--- src/rtl/add3_seq_ctrl.sv ---
// ---------------------------------------------------------------------------
// add3_seq_ctrl
//   Multi-precision adder front-end. A WIDTH-bit addition is performed by
//   time-sharing a single 3-bit full-adder slice (full_add_3b). The
//   controller processes one 3-bit digit per clock, LSB first, and chains
//   the carry between digits through a register.
//
//   Handshakes (both sides use the same valid/ready rule):
//     A transfer happens on a rising clk edge where valid && ready are both
//     high. The producer holds valid (and its payload) until that edge; the
//     consumer may drive ready at any time; neither side waits on the other
//     combinationally.
//     - start_valid/start_ready : operation request (a, b, cin payload)
//     - res_valid/res_ready     : result return (sum, cout, ovf payload)
//
//   Ports:
//     clk, rst_n           clock (rising edge), async active-low reset
//     start_valid/ready    operation request handshake
//     a, b, cin            operands, sampled only on acceptance
//     res_valid/ready      result handshake
//     sum                  registered WIDTH-bit result (modulo 2^WIDTH)
//     cout                 carry out of bit WIDTH-1
//     ovf                  signed overflow of the final digit
//     busy                 high while an operation is running or pending
//
//   FSM state is held in state_q (type state_e) for checker binding.
// ---------------------------------------------------------------------------

// 3-bit ripple full-adder slice.
//   a, b, cin -> sum[2:0], cout[2:0] (cout[i] = carry out of bit i)
module full_add_3b (
  input  logic [2:0] a,
  input  logic [2:0] b,
  input  logic       cin,
  output logic [2:0] sum,
  output logic [2:0] cout
);

  logic carry;

  always_comb begin
    carry = cin;
    sum   = '0;
    cout  = '0;
    for (int i = 0; i < 3; i++) begin
      sum[i]  = a[i] ^ b[i] ^ carry;
      carry   = (a[i] & b[i]) | (a[i] & carry) | (b[i] & carry);
      cout[i] = carry;
    end
  end

endmodule

module add3_seq_ctrl #(
  parameter int WIDTH = 12
) (
  input  logic             clk,
  input  logic             rst_n,
  input  logic             start_valid,
  output logic             start_ready,
  input  logic [WIDTH-1:0] a,
  input  logic [WIDTH-1:0] b,
  input  logic             cin,
  output logic             res_valid,
  input  logic             res_ready,
  output logic [WIDTH-1:0] sum,
  output logic             cout,
  output logic             ovf,
  output logic             busy
);

  localparam int NSLICE = WIDTH / 3;
  localparam int IDX_W  = (NSLICE > 1) ? $clog2(NSLICE) : 1;
  localparam logic [IDX_W-1:0] LAST_IDX = IDX_W'(NSLICE - 1);

  generate
    if ((WIDTH % 3) != 0 || WIDTH < 3) begin : g_bad_width
      $error("add3_seq_ctrl: WIDTH must be a positive multiple of 3");
    end
  endgenerate

  typedef enum logic [1:0] {
    S_IDLE = 2'd0,
    S_RUN  = 2'd1,
    S_DONE = 2'd2
  } state_e;

  state_e           state_q,     state_d;
  logic [WIDTH-1:0] a_q,         a_d;
  logic [WIDTH-1:0] b_q,         b_d;
  logic             carry_q,     carry_d;
  logic [IDX_W-1:0] idx_q,       idx_d;
  logic [WIDTH-1:0] sum_q,       sum_d;
  logic             cout_q,      cout_d;
  logic             ovf_q,       ovf_d;
  logic             res_valid_q, res_valid_d;
  logic             busy_q,      busy_d;

  // Bit offset of the digit currently being added; widened to int so that
  // 3*idx cannot wrap inside the narrow idx width.
  int unsigned      base;
  logic [2:0]       slice_a;
  logic [2:0]       slice_b;
  logic [2:0]       slice_sum;
  logic [2:0]       slice_cout;

  assign base    = 32'(idx_q) * 32'd3;
  assign slice_a = a_q[base +: 3];
  assign slice_b = b_q[base +: 3];

  full_add_3b u_slice (
    .a    (slice_a),
    .b    (slice_b),
    .cin  (carry_q),
    .sum  (slice_sum),
    .cout (slice_cout)
  );

  always_comb begin
    state_d     = state_q;
    a_d         = a_q;
    b_d         = b_q;
    carry_d     = carry_q;
    idx_d       = idx_q;
    sum_d       = sum_q;
    cout_d      = cout_q;
    ovf_d       = ovf_q;
    res_valid_d = res_valid_q;
    busy_d      = busy_q;

    case (state_q)
      S_IDLE: begin
        if (start_valid) begin
          a_d     = a;
          b_d     = b;
          carry_d = cin;
          idx_d   = '0;
          busy_d  = 1'b1;
          state_d = S_RUN;
        end
      end

      S_RUN: begin
        // Digits above idx keep the previous result until overwritten.
        sum_d[base +: 3] = slice_sum;
        carry_d          = slice_cout[2];
        if (idx_q == LAST_IDX) begin
          // carry into MSB xor carry out of MSB = two's-complement overflow
          cout_d      = slice_cout[2];
          ovf_d       = slice_cout[2] ^ slice_cout[1];
          idx_d       = '0;
          res_valid_d = 1'b1;
          state_d     = S_DONE;
        end else begin
          idx_d = idx_q + 1'b1;
        end
      end

      S_DONE: begin
        if (res_ready) begin
          res_valid_d = 1'b0;
          busy_d      = 1'b0;
          state_d     = S_IDLE;
        end
      end

      default: begin
        res_valid_d = 1'b0;
        busy_d      = 1'b0;
        state_d     = S_IDLE;
      end
    endcase
  end

  always_ff @(posedge clk or negedge rst_n) begin
    if (!rst_n) begin
      state_q     <= S_IDLE;
      a_q         <= '0;
      b_q         <= '0;
      carry_q     <= 1'b0;
      idx_q       <= '0;
      sum_q       <= '0;
      cout_q      <= 1'b0;
      ovf_q       <= 1'b0;
      res_valid_q <= 1'b0;
      busy_q      <= 1'b0;
    end else begin
      state_q     <= state_d;
      a_q         <= a_d;
      b_q         <= b_d;
      carry_q     <= carry_d;
      idx_q       <= idx_d;
      sum_q       <= sum_d;
      cout_q      <= cout_d;
      ovf_q       <= ovf_d;
      res_valid_q <= res_valid_d;
      busy_q      <= busy_d;
    end
  end

  assign start_ready = (state_q == S_IDLE);
  assign res_valid   = res_valid_q;
  assign sum         = sum_q;
  assign cout        = cout_q;
  assign ovf         = ovf_q;
  assign busy        = busy_q;

endmodule

--- config.mk ---
export PLATFORM = sky130hd
export DESIGN_NAME = add3_seq_ctrl
export DESIGN_NICKNAME = d
export VERILOG_FILES = /design/src/rtl/add3_seq_ctrl.sv
export SDC_FILE = /design/constraint.sdc
export NUM_CORES = 1
export LEC_CHECK = 0
export BUFFER_PORTS_ARGS = -buffer_cell sky130_fd_sc_hd__buf_2
export CAP_MARGIN = 20
export CORE_MARGIN = 2
export CORE_UTILIZATION = 32
export CTS_CLUSTER_DIAMETER = 40
export DETAILED_ROUTE_END_ITERATION = 12
export HOLD_SLACK_MARGIN = 0.03
export PLACE_DENSITY_LB_ADDON = 0.2
export SYNTH_ARGS = -nofsm -noshare
export SYNTH_HDL_FRONTEND = slang
export SYNTH_SLANG_ARGS = --single-unit
--- constraint.sdc ---
create_clock -name clk -period 3.8 [get_ports clk]
set_input_delay 0.19 -clock clk [delete_from_list [all_inputs] [get_ports clk]]
set_output_delay 0.19 -clock clk [all_outputs]
set_load 0.1 [all_outputs]
# Word-level counts from Yosys, hierarchy flattened
# Index checks and enable logic that the tools add are counted.
# op_classes
n_eq_ne	6
shifts	4
multipliers	1
reduce_logical	8
add_sub_neg	2
bitwise	24
muxes	15
# ops
op	count
4-bit negation with 34-bit output	1
3-bit by 34-bit variable shift with 12-bit output, first input constant	1
3-bit by 34-bit indexed part select with 12-bit output	1
12-bit by 5-bit indexed part select with 3-bit output	2
12-bit bitwise mux	1
2-bit two-way mux	5
1-bit bitwise AND	9
3-bit AND reduction	3
1-bit XOR	7
2-bit inequality test, second input constant	3
1-bit OR	6
1-bit case mux with 3 select lines	2
2-bit case mux with 3 select lines	1
2-bit AND reduction	3
2-bit == test, second input constant	2
2-bit by 2-bit multiplier with 4-bit output, second input constant	1
1-bit two-way mux	4
2-bit case mux with 2 select lines	1
2-bit by 1-bit adder with 2-bit output, second input constant	1
2-bit by 1-bit == test with 1-bit output, second input constant	1
2-bit logical NOT	1
1-bit inverter	2
1-bit case mux with 2 select lines	1
2-bit nonzero test	1
# word_totals
regBits	45
in_bits	29
out_inout_bits	17

# Logic depth before layout (Yosys ltp)
# Gate-level depths: netlist of run 1.
# depth
ltp_word	12
ltp_mapped	9

# By module
# From an unflattened synthesis of run 1, not the netlist that was laid out.
# unflattened
cells_unflattened	172
hier_area_um2	2162.1
# modules_own_cells
mod	area_per_inst_um2	n_inst	seq_area_each_um2	cells_each
add3_seq_ctrl	2057.0	1	1126.1	158
full_add_3b	105.1	1	0.0	14

# Least setup slack after synthesis of run 1
# OpenSTA, ideal clock, no wires.
# synth_timing
path_kind	reg-to-reg
start	register idx_q[0]
end	register sum_q[5] (netlist: sum[5])
path_slack_ps	1073
t_arrival_ps	2644
t_required_ps	3717
synth_period_minus_slack_ps	2727
path_stages_with_launch	10
cell_sequence	dfrtp_1 buf_2 mux4_2 fa_1 inv_1 fa_1 inv_1 fa_1 nand3_1 o21ai_0
# synth_between
elab_chain_len	11
elab_cells_between_ends	23
# synth_rtl
element	line	text
start: declaration	92	logic [IDX_W-1:0] idx_q, idx_d;
start signal: assignment	192	idx_q <= idx_d;
2-bit by 2-bit multiplier with 4-bit output *	107	assign base = 32'(idx_q) * 32'd3;
12-bit by 5-bit indexed part select with 3-bit output, on equally long branches	108, 109	
1-bit bitwise AND	47	carry = (a[i] & b[i]) | (a[i] & carry) | (b[i] & carry);
1-bit OR (2 in series)	47	
1-bit bitwise AND	47	
1-bit OR (2 in series)	47	
1-bit XOR	46	sum[i] = a[i] ^ b[i] ^ carry;
3-bit by 34-bit indexed part select with 12-bit output	145	sum_d[base +: 3] = slice_sum;
12-bit bitwise mux *	145	
end signal: assignment	193	sum_q <= sum_d;
end: declaration	93	logic [WIDTH-1:0] sum_q, sum_d;
# Every way passes the cells marked *; elsewhere a longest branch is shown, timed or not.
# A chain may end at the register's enable or synchronous reset.

# Worst setup path in the final report of run 1
# Same ends and word-level chain as after synthesis.

==> impl_metrics.env, run 1 <==
export IMPL_grt_pass1_vias=1472
export IMPL_place_hpwl_mm=3.034
export IMPL_required_ps=4030
export IMPL_fp_row_count=29
export IMPL_report_final_slew_viol_count=0
export IMPL_final_area_mm2=0.002532
export IMPL_cts_buffer_depth=2
export IMPL_chipWidth_um=85.29
export IMPL_cts_hold_buf=0
export IMPL_cts_sinks=45
export IMPL_path_cells="mux4_2 -> fa_1 -> inv_1 -> fa_1 -> inv_1 -> fa_1 -> nand3_1 -> o21ai_0"
export IMPL_fin_crit_sh_pct=79.36
export IMPL_clkTransAtPathRegs_ps=90
export IMPL_placeableCoreArea_mm2=0.006386
export IMPL_drc=0
export IMPL_hold_viol=0
export IMPL_crit_type="reg2reg"
export IMPL_fin_tns_setup_ps=0
export IMPL_gp_congestion=0.7501
export IMPL_skew_ps=8.161
export IMPL_cp_slowest_stage_delay_ps=790
export IMPL_rrSetupSlack_ps=780
export IMPL_hp_class="in2reg"
export IMPL_drv_cap=0
export IMPL_fmax_mhz=331.6
export IMPL_synthToLayoutAreaGrowth_pct=19.76
export IMPL_cts_tree="built"
export IMPL_antennaDiodeCount=0
export IMPL_cp_num_buf_inv=2
export IMPL_crit_top_cell="fa_1"
export IMPL_layout_min_cycle_time_ps=3016
export IMPL_seq_area_frac_synth_pct=53.25
export IMPL_synth_warnings=0
export IMPL_crit_family="adder cells"
export IMPL_synthCells=166
export IMPL_worstSetupEndpointType="flip-flop"
export IMPL_drt_wl_total_mm=4.137
export IMPL_dieArea_mm2=0.007274
export IMPL_worst_slew_pin_slew_ps=676.6
export IMPL_syn_avg_cell_area_um2=12.74
export IMPL_critPathSlowestCell="dfrtp_1"
export IMPL_rsz0062_at_grt="no"
export IMPL_final_cells=294
export IMPL_grt_ovfl_total=0
export IMPL_grt_max_degree=46
export IMPL_final_cell_mix="dfrtp_1 (45), buf_2 (45), mux2_2 (24)"
export IMPL_vias=1402
export IMPL_hold_ws_ps=117.5
export IMPL_cts_setup_buffers=0
export IMPL_grtUsageTotal_pct=12.78
export IMPL_r2r_start="idx_q[0]$_DFFE_PN0P_"
export IMPL_r2r_end="sum[5]$_DFFE_PN0P_"
export IMPL_layout_drive_gt1_share_pct=39.63
export IMPL_ys_ff_latch=45
export IMPL_dr_pass1_iters=4
export IMPL_start_kind="flip-flop"
export IMPL_hold_path_end="b_q[8]$_DFFE_PN0P_"
export IMPL_start_util_pct=33.11
export IMPL_wl_per_cell_um=14.07
export IMPL_die_h_um=85.29
export IMPL_port_buffers=45
export IMPL_grt_pass1_wl_mm=7.251
export IMPL_slew_headroom_pct=54.89
export IMPL_clock_latency_ps=300
export IMPL_syn_area_mm2=0.002115
export IMPL_postPlaceCellArea_mm2=0.002411
export IMPL_htreeDepth=2
export IMPL_arrival_ps=3240
export IMPL_drt_iter0_drc=28
export IMPL_ioPinCount=46
export IMPL_cts_made_buffers=5
export IMPL_layout_nets=254
export IMPL_cts_resized=0
export IMPL_dp_cells=284
export IMPL_antenna_found_initial=0
export IMPL_synth_nets=204
export IMPL_whs_path_depth=2
export IMPL_outcome="completed"
export IMPL_reg2reg_depth=8
export IMPL_min_from="b[8]"
export IMPL_ant_nets=0
export IMPL_finalSetupViolCount=0
export IMPL_crit_path_max_fanout=16
export IMPL_routed_via_density=4.769
export IMPL_root_buffer="clkbuf_8"
export IMPL_yosysUniqueCellTypes=25
==> worst max-delay path by stage <==
stage / end / start / depth (start not counted) / slack, ps
2_1_floorplan: sum[5]$_DFFE_PN0P_ / idx_q[0]$_DFFE_PN0P_ / 9 / 1070
3_3_place_gp: sum[5]$_DFFE_PN0P_ / idx_q[0]$_DFFE_PN0P_ / 8 / 830
3_5_place_dp: sum[5]$_DFFE_PN0P_ / idx_q[0]$_DFFE_PN0P_ / 8 / 760
4_1_cts: sum[5]$_DFFE_PN0P_ / idx_q[0]$_DFFE_PN0P_ / 8 / 750
5_1_grt: sum[5]$_DFFE_PN0P_ / idx_q[0]$_DFFE_PN0P_ / 8 / 500
6_report: sum[5]$_DFFE_PN0P_ / idx_q[0]$_DFFE_PN0P_ / 8 / 780
==> cell families after synthesis <==
group / after synthesis / share of synthesized area (%)
AND/OR/NAND/NOR: 45 / 10.89
flip-flops: 45 / 53.25
multiplexers: 31 / 19.70
AO/OA/AOI/OAI: 22 / 6.213
buffers and inverters: 13 / 3.136
adder cells (fa/ha/maj): 9 / 6.391
XOR/XNOR: 1 / 0.4143
==> synthesized netlist by cell type <==
cell / count / area [um2]
buf_2: 2 / 10.01
o21bai_1: 1 / 7.510
or3_1: 1 / 6.260
nand2_1: 22 / 82.58
nor3b_1: 1 / 7.510
mux4_2: 6 / 135.1
mux2_2: 24 / 270.3
nand2b_1: 2 / 12.51
buf_6: 2 / 22.52
dfrtp_1: 45 / 1126
nand3b_1: 6 / 45.04
o31ai_1: 5 / 37.54
a21oi_1: 2 / 10.01
xor2_1: 1 / 8.760
fa_1: 3 / 60.06
mux2_1: 1 / 11.26
o221a_2: 1 / 11.26
nor2_1: 4 / 15.01
nor2b_1: 2 / 12.51
inv_1: 7 / 26.28
clkbuf_1: 2 / 7.510
o21ai_0: 13 / 65.06
nor3b_4: 1 / 18.77
ha_1: 6 / 75.07
nand3_1: 6 / 30.03
==> registers in the layout, summed over array words and instances, names as in the netlist, 2 cells and up <==
name	cells
a_q	12
b_q	12
sum	12
idx_q	2
state_q	2
==> stage by stage <==
stage | util (%) | setup WS (ps)
after floorplan | - | 1073
final | 39.66 | 784.5
after global routing | 39.66 | 496.1
after detailed placement | 37.75 | 764.4
after global placement | 37.75 | 828.7
after CTS | 39.07 | 748.0
==> per-layer routing <==
metal	track usage, %	share of wire, %	wire [um]	vias to the layer above
met2	20.03	46	1892	37
met3	3.794	5.8	241	6
li1	-	-	-	682
met1	16.77	47	1941	677
met5	0	0	0	-
met4	4.762	1.5	62	0
==> layout make-up <==
class | count | area [um2]
fill | 662 | 3854
clock inverter | 1 | 7.507
inverter | 7 | 26.28
clock buffer | 7 | 76.32
timing repair buffer | 49 | 277.8
sequential | 45 | 1126
multi-input combinational | 108 | 922.1
tap | 77 | 96.34
Power of run 1 is left out: the tool's default activity adds up to more than one toggle a clock period on the data nets, which glitch-free logic cannot reach.
==> run 2, diff against run 1 <==
==> constraint.sdc (replaced) <==
create_clock -name clk -period 2.44 [get_ports clk]
set_input_delay 0.122 -clock clk [delete_from_list [all_inputs] [get_ports clk]]
set_output_delay 0.122 -clock clk [all_outputs]
set_load 0.1 [all_outputs]
==> impl_metrics.env, run 2 (synthesis gave the netlist of run 1 again) <==
export IMPL_hold_ws_ps=50.40
export IMPL_port_buffers=45
export IMPL_dp_cells=289
export IMPL_worst_slew_pin_slew_ps=623.2
export IMPL_place_hpwl_mm=3.184
export IMPL_cts_tree="built"
export IMPL_skew_ps=8.202
export IMPL_rsz0062_at_grt="yes"
export IMPL_drv_cap=0
export IMPL_fin_crit_sh_pct=100.4
export IMPL_worstSetupEndpointType="flip-flop"
export IMPL_clkTransAtPathRegs_ps=90
export IMPL_ioPinCount=46
export IMPL_antennaDiodeCount=0
export IMPL_hp_class="in2reg"
export IMPL_cts_buffer_depth=2
export IMPL_gp_congestion=0.7517
export IMPL_placeableCoreArea_mm2=0.006386
export IMPL_violations="setup timing"
export IMPL_grt_pass1_vias=1464
export IMPL_outcome="finished, violations left"
export IMPL_final_cell_mix="buf_2 (45), dfrtp_1 (44), mux2_2 (24)"
export IMPL_finalSetupViolCount=3
export IMPL_antenna_found_initial=0
export IMPL_dr_pass1_iters=4
export IMPL_synthToLayoutAreaGrowth_pct=23.73
export IMPL_final_area_mm2=0.002616
export IMPL_r2r_start="idx_q[0]$_DFFE_PN0P_"
export IMPL_layout_drive_gt1_share_pct=45.09
export IMPL_grt_max_degree=29
export IMPL_htreeDepth=2
export IMPL_drt_iter0_drc=39
export IMPL_root_buffer="clkbuf_8"
export IMPL_layout_min_cycle_time_ps=2450
export IMPL_hold_viol=0
export IMPL_fp_row_count=29
export IMPL_fin_tns_setup_ps=-15.15
export IMPL_ant_nets=0
export IMPL_arrival_ps=2670
export IMPL_min_from="b[10]"
export IMPL_postPlaceCellArea_mm2=0.002457
export IMPL_drc=0
export IMPL_setup_ws_ps=-9.753
export IMPL_grtUsageTotal_pct=12.44
export IMPL_crit_start="idx_q[0]$_DFFE_PN0P_"
export IMPL_vias=1419
export IMPL_routed_via_density=4.714
export IMPL_clock_latency_ps=300
export IMPL_cts_sinks=45
export IMPL_crit_path_max_fanout=4
export IMPL_drt_wl_total_mm=4.173
export IMPL_wl_per_cell_um=13.86
export IMPL_final_cells=301
export IMPL_fmax_mhz=408.2
export IMPL_dieArea_mm2=0.007274
export IMPL_grt_ovfl_total=0
export IMPL_crit_type="reg2reg"
export IMPL_layout_nets=261
export IMPL_chipWidth_um=85.29
export IMPL_die_h_um=85.29
export IMPL_slew_headroom_pct=58.45
export IMPL_start_kind="flip-flop"
export IMPL_grt_pass1_wl_mm=7.148
export IMPL_final_common_cell="buf_2"
export IMPL_report_final_slew_viol_count=0
export IMPL_required_ps=2660
export IMPL_cts_made_buffers=5
export IMPL_start_util_pct=33.11
==> run 2: metal layers <==
metal | routed length (um) | vias to the layer above | share of wire (%) | global-route usage (%)
li1 | - | 695 | - | -
met1 | 2000 | 685 | 48 | 17.22
met2 | 1940 | 34 | 46 | 19.39
met3 | 203 | 5 | 4.9 | 3.405
met4 | 29 | 0 | 0.69 | 3.175
met5 | 0 | - | 0 | 0
==> run 2: critical path, cell delays in order (launching register included) <==
cell,delay (ps)
dfrtp_2,410
mux4_2,520
fa_2,370
inv_2,60
fa_2,200
inv_2,40
fa_2,570
nand3_1,80
o21ai_1,130
==> run 2: final timing paths <==
check | endpoint | slack [ps] | depth (start not counted)
setup / recovery | sum[11]$_DFFE_PN0P_ | -10 | 8
hold / removal | b_q[10]$_DFFE_PN0P_ | 50 | 2
setup reg to reg | sum[11]$_DFFE_PN0P_ | -10 | 8
hold reg to reg | sum[7]$_DFFE_PN0P_ | 480 | 2
max in group asynchronous | a_q[10]$_DFFE_PN0P_ | 1490 | 3
min in group asynchronous | sum[7]$_DFFE_PN0P_ | 370 | 2
==> run 2: final cells by class <==
| type | count | area [um2] |
|---|---|---|
| clock buffers | 6 | 82.58 |
| flip-flops and latches | 45 | 1127 |
| repair buffers | 56 | 312.8 |
| fillers | 622 | 3770 |
| clock inverters | 2 | 37.54 |
| well taps | 77 | 96.34 |
| inverters | 7 | 26.28 |
| multi-input cells | 108 | 933.4 |
==> run 2: per-stage QoR <==
step | util, % | setup slack, ps
2_1_floorplan | - | -126.0
3_3_place_gp | 38.48 | 6.394
3_5_place_dp | 38.48 | -49.53
4_1_cts | 40.75 | -29.84
5_1_grt | 40.97 | -117.5
6_report | 40.97 | -9.753
==> run 2: repair_timing <==
| action | in CTS | in global routing |
|---|---|---|
| buffers inserted | 2 | 0 |
| hold buffers | 1 | 1 |
| pin swaps | 2 | 0 |
| gates cloned | 0 | 0 |
| endpoints found under the hold margin | 26 | 1 |
| resized for setup | 0 | 1 |
| endpoints found under the setup margin | 4 | 4 |
Power of run 2 is left out for the same reason.
